<file path="src/rtl/pipeline_controller_pkg.sv">
// ============================================================================
// pipeline_controller_pkg : shared controller state and forwarding-select codes
// Revision: 1.0
// ============================================================================
`default_nettype none

package pipeline_controller_pkg;

    typedef enum logic [0:0] {
        CTRL_RUN      = 1'b0,
        CTRL_MEM_WAIT = 1'b1
    } controller_state_t;

    localparam logic [1:0] FWD_REG = 2'b00;
    localparam logic [1:0] FWD_W   = 2'b01;
    localparam logic [1:0] FWD_M   = 2'b10;

endpackage

`default_nettype wire

</file>
<file path="src/rtl/pipeline_controller_forwarding.sv">
// ============================================================================
// forwarding_unit : selects the ALU operand source for one execute-stage source
// Revision: 1.0
// ============================================================================
`default_nettype none

module forwarding_unit
    import pipeline_controller_pkg::*;
(
    input  logic [4:0] rs,
    input  logic [4:0] rd_m,
    input  logic       reg_w_en_m,
    input  logic [4:0] rd_w,
    input  logic       reg_w_en_w,
    output logic [1:0] fwd_sel
);

    // The memory stage holds the younger result, so it wins; x0 is hard-wired zero.
    always_comb begin
        fwd_sel = FWD_REG;
        if (reg_w_en_m && (rd_m != 5'd0) && (rd_m == rs))
            fwd_sel = FWD_M;
        else if (reg_w_en_w && (rd_w != 5'd0) && (rd_w == rs))
            fwd_sel = FWD_W;
    end

endmodule

`default_nettype wire

</file>
<file path="src/rtl/pipeline_controller.sv">
// ============================================================================
// pipeline_controller : hazard stall/flush control, forwarding, stall counter
// Revision: 1.0
// ============================================================================
`default_nettype none

module pipeline_controller
    import pipeline_controller_pkg::*;
(
    input  logic        CLK,
    input  logic        RST,
    input  logic [4:0]  RS1_D,
    input  logic [4:0]  RS2_D,
    input  logic [4:0]  RS1_E,
    input  logic [4:0]  RS2_E,
    input  logic [4:0]  RD_E,
    input  logic [4:0]  RD_M,
    input  logic [4:0]  RD_W,
    input  logic        REG_W_En_M,
    input  logic        REG_W_En_W,
    input  logic        MEM_R_En_E,
    input  logic        PC_Src_Sel_E,
    input  logic        MEM_Req_M,
    input  logic        MEM_Ready,
    output logic        Stall_F,
    output logic        Stall_D,
    output logic        Stall_E,
    output logic        Stall_M,
    output logic        Flush_D,
    output logic        Flush_E,
    output logic        Flush_W,
    output logic [1:0]  Forward_A_Sel,
    output logic [1:0]  Forward_B_Sel,
    output logic [31:0] Stall_Cycles
);

    controller_state_t state;
    logic [31:0]       stall_count;
    logic              mem_wait;
    logic              load_use;

    forwarding_unit u_fwd_a (
        .rs         (RS1_E),
        .rd_m       (RD_M),
        .reg_w_en_m (REG_W_En_M),
        .rd_w       (RD_W),
        .reg_w_en_w (REG_W_En_W),
        .fwd_sel    (Forward_A_Sel)
    );

    forwarding_unit u_fwd_b (
        .rs         (RS2_E),
        .rd_m       (RD_M),
        .reg_w_en_m (REG_W_En_M),
        .rd_w       (RD_W),
        .reg_w_en_w (REG_W_En_W),
        .fwd_sel    (Forward_B_Sel)
    );

    assign mem_wait = MEM_Req_M && !MEM_Ready;
    assign load_use = MEM_R_En_E && (RD_E != 5'd0) &&
                      ((RD_E == RS1_D) || (RD_E == RS2_D));

    // Priority: reset, memory wait, taken control flow, load-use.
    always_comb begin
        Stall_F = 1'b0;
        Stall_D = 1'b0;
        Stall_E = 1'b0;
        Stall_M = 1'b0;
        Flush_D = 1'b0;
        Flush_E = 1'b0;
        Flush_W = 1'b0;
        if (RST) begin
            Flush_D = 1'b1;
            Flush_E = 1'b1;
            Flush_W = 1'b1;
        end else if (mem_wait) begin
            Stall_F = 1'b1;
            Stall_D = 1'b1;
            Stall_E = 1'b1;
            Stall_M = 1'b1;
            Flush_W = 1'b1;
        end else if (PC_Src_Sel_E) begin
            Flush_D = 1'b1;
            Flush_E = 1'b1;
        end else if (load_use) begin
            Stall_F = 1'b1;
            Stall_D = 1'b1;
            Flush_E = 1'b1;
        end
    end

    always_ff @(posedge CLK) begin
        if (RST) begin
            state       <= CTRL_RUN;
            stall_count <= 32'd0;
        end else begin
            case (state)
                CTRL_RUN:      if (mem_wait)  state <= CTRL_MEM_WAIT;
                CTRL_MEM_WAIT: if (MEM_Ready) state <= CTRL_RUN;
                default:                      state <= CTRL_RUN;
            endcase
            if (Stall_F && (stall_count != 32'hFFFF_FFFF))
                stall_count <= stall_count + 32'd1;
        end
    end

    assign Stall_Cycles = stall_count;

endmodule

`default_nettype wire

</file>
<file path="config.mk">
export PLATFORM = sky130hd
export DESIGN_NAME = pipeline_controller
export DESIGN_NICKNAME = d
export VERILOG_FILES = /design/src/rtl/pipeline_controller_pkg.sv /design/src/rtl/pipeline_controller_forwarding.sv /design/src/rtl/pipeline_controller.sv
export SDC_FILE = /design/constraint.sdc
export NUM_CORES = 1
export LEC_CHECK = 0
export ABC_AREA = 0
export ABC_CLOCK_PERIOD_IN_PS = 6000
export CORE_UTILIZATION = 46
export DETAILED_ROUTE_END_ITERATION = 10
export GPL_ROUTABILITY_DRIVEN = 0
export PLACE_DENSITY = 0.92
export SLEW_MARGIN = 30
export SYNTH_ARGS = -nofsm -noshare
export SYNTH_HDL_FRONTEND = slang
export SYNTH_HIERARCHICAL = 1
export SYNTH_SLANG_ARGS = --single-unit
export TNS_END_PERCENT = 20
</file>
<file path="constraint.sdc">
create_clock -name CLK -period 6 [get_ports CLK]
set_input_delay 1.8 -clock CLK [delete_from_list [all_inputs] [get_ports CLK]]
set_output_delay 1.8 -clock CLK [all_outputs]
set_load 0.02 [all_outputs]
</file>
==> run metrics <==
post-DR wirelength/cell=between 10 and 15 um; Worst Path Max Fanout=3; Clk network pwr share=0.405; num rows=23; Comb pwr share=0.170; Setup crit start=RD_E[1]; Residual DRC=0; fmax=about 180 MHz; clock skew=0.00898 ns; number of buffers created by CTS=5; worst r2r src=Stall_Cycles[0]; min cycle time layout=around 5.6 ns; Die Y=68.4 um; Setup WS pre-CTS=about 0.37 ns; Rel. slew slack=0.578; kind of critical path=input pin to primary output; vias in the first global route=2,038; Synth cell types=40; CP max-delay cell=clkdlybuf4s50_1; leading area contributor after synthesis=dfxtp_1; clk sinks=32; TritonCTS clock tree=done; post-DP HPWL=around 4300 um; Synth Cell Area=approximately 2000 um^2; # setup viols final=0; top cells by area, synth=dfxtp_1 32%, xor2_1 13%, xnor2_1 9.5%; Final #Nets=around 380; Seq/Total Area, Yosys=0.315; peak supply drop=around 0.00016 V; number of antenna violations at the first check in global routing=0; Hold Crit Class=register to register; most frequent cells after synthesis=39 x nor2_1, 32 x dfxtp_1, 30 x xor2_1, 25 x nand3_1, 22 x xnor2_1; Synthesized Nets=a little under 300; drt first pass iters=5; worst setup margin=around 0.36 ns; Starting Density=0.493; final hold viol count=0; ys flop type=dfxtp_1; Psw=0.120 mW; Placed Cells=between 300 and 400; status=finished, final reports clean; max_cap viols=0; final antenna-violating net count=0; dpl cell area=approximately 2900 um^2; worst skew pair latency=0.29 ns; Post-Layout Cell Count=383; Crit path arrival time=roughly 3.8 ns; Switching Fraction=0.238; # IOs=86; share of the synthesized area in the top cell type=0.315; first-pass GRT wire length=about 8700 um; RSZ-0062 raised after global routing=false; share of cells above drive strength 1=0.0571; CP peak stage delay=0.56 ns; DR vias=roughly 2,100; Reg power frac=0.425; max reg flops=32; period utilization=0.940; Pwr Density=around 170 nW/um^2; Leak Pwr=approximately 1.1 nW; syn avg cell area=just over 8 um^2; Internal=around 0.38 mW; YS warnings=6; Ant. Diodes=0; Mapped Cells=between 200 and 250; Tot GR Track Use=0.250; initial DRC count=87; fin. max-slew vios=0; Die X=68.4 um; largest net degree at the start of global routing=30; cell mode on critical path=clkdlybuf4s50_1; PortBufs=85; post-synthesis sequential element count=32; worst-path cell chain=clkdlybuf4s50_1 -> or4_1 -> o21ai_1 -> nor3_1 -> a21o_1 -> clkdlybuf4s50_1; dominant cell by count in the synthesized netlist=nor2_1; GRT overflow=0; post-DR vias/cell=5.55; cts hold-fix bufs=0; fraction of registers with async set/reset=0; Post-synth EDFFs=0; CTS resizes=0; Clock transition at path regs=0.07 ns; Syn-to-layout area delta=48.1%; fin area=about 3000 um^2; CP Data Required Time=~4.2 ns; Fin Setup TNS=0 ns; final wirelength=about 5700 um; CORE AREA=around 4100 um^2; H-tree depth=2; Clock Tree Root=clkbuf_8; Die ar.=around 4700 um^2; Worst Min Path Start=Stall_Cycles[1]; Critical Path End Type=primary output; Setup Buffers After CTS=0; actual slew at the worst max-slew pin=approximately 0.63 ns; Fill cells=around 340; Critical Path Start Type=input pin; clock buffer depth=2
[area by class of cell]
class	count	area [um^2]	area share
Timing Repair Buffer	87	866	0.288
Inverter	3	11.3	0.00374
Sequential cell	32	641	0.213
Clock buffer	6	72.6	0.0241
Multi-Input combinational cell	203	1320	0.439
Clock inverter	2	35.0	0.0116
Tap cell	50	62.6	0.0208
[power by group through the flow]
| stage | sequential [mW] | combinational (mW) | clock (mW) |
|---|---|---|---|
| after CTS | 0.214 | 0.0856 | 0.208 |
| after floorplan | 0.219 | 0.0363 | 0 |
| after global routing | 0.214 | 0.0914 | 0.217 |
| final | 0.214 | 0.0855 | 0.203 |
| after detailed placement | 0.219 | 0.0851 | 0 |
| after global placement | 0.219 | 0.0826 | 0 |
[per-stage QoR]
| stage | utilization | hold slack [ns] | total power, mW |
|---|---|---|---|
| 4_1_cts | 0.731 | 0.503 | 0.507 |
| 2_1_floorplan | - | 0.552 | 0.255 |
| 3_5_place_dp | 0.705 | 0.496 | 0.304 |
| 6_report | 0.731 | 0.504 | 0.503 |
| 3_3_place_gp | 0.705 | 0.490 | 0.301 |
| 5_1_grt | 0.731 | 0.548 | 0.522 |
[cell usage in the layout (no fill, tap or decap), drive strengths merged, types with 5 or more instances in the layout]
| cell | Yosys | routed |
|---|---|---|
| clkdlybuf4s50 | 0 | 85 |
| nor2 | 39 | 39 |
| dfxtp | 32 | 32 |
| xor2 | 30 | 30 |
| nand3 | 26 | 26 |
| xnor2 | 22 | 22 |
| nand4 | 17 | 17 |
| nand2 | 15 | 15 |
| and3 | 11 | 11 |
| nor3 | 9 | 9 |
| clkbuf | 6 | 6 |
| a21oi | 5 | 5 |
[path summary, 6_finish.rpt]
path                       to  depth (start not counted)  slack [ns]
max reg2reg  Stall_Cycles[27]                          8        3.30
max                   Stall_D                          6        0.36
min reg2reg   Stall_Cycles[1]                          2        0.50
min           Stall_Cycles[1]                          2        0.50
[worst max-delay path: cells and delay by family]
kind                   cells  cell delay, ns
AND/OR/NAND/NOR            2            0.60
buffers and inverters      2            1.03
AO/OA/AOI/OAI              2            0.40
[routing by layer]
metal | vias up | wire (um) | track usage
met3 | 8 | 440 | 0.0783
met1 | 999 | 2360 | 0.276
met5 | - | 0 | 0
met4 | 0 | 62 | 0.128
li1 | 1043 | - | -
met2 | 75 | 2820 | 0.428
[logic make-up (layout without fill, tap and decap cells)]
logic type / count (synthesis) / in the layout / synth area share
simple gates: 130 / 130 / 0.336
xor+xnor: 52 / 52 / 0.224
flops: 32 / 32 / 0.315
compound gates: 19 / 19 / 0.0782
buf+inv: 14 / 98 / 0.0345
fa+ha+maj: 1 / 1 / 0.00616
mux: 1 / 1 / 0.00493
No activity file was read; power rests on OpenSTA's default activity.
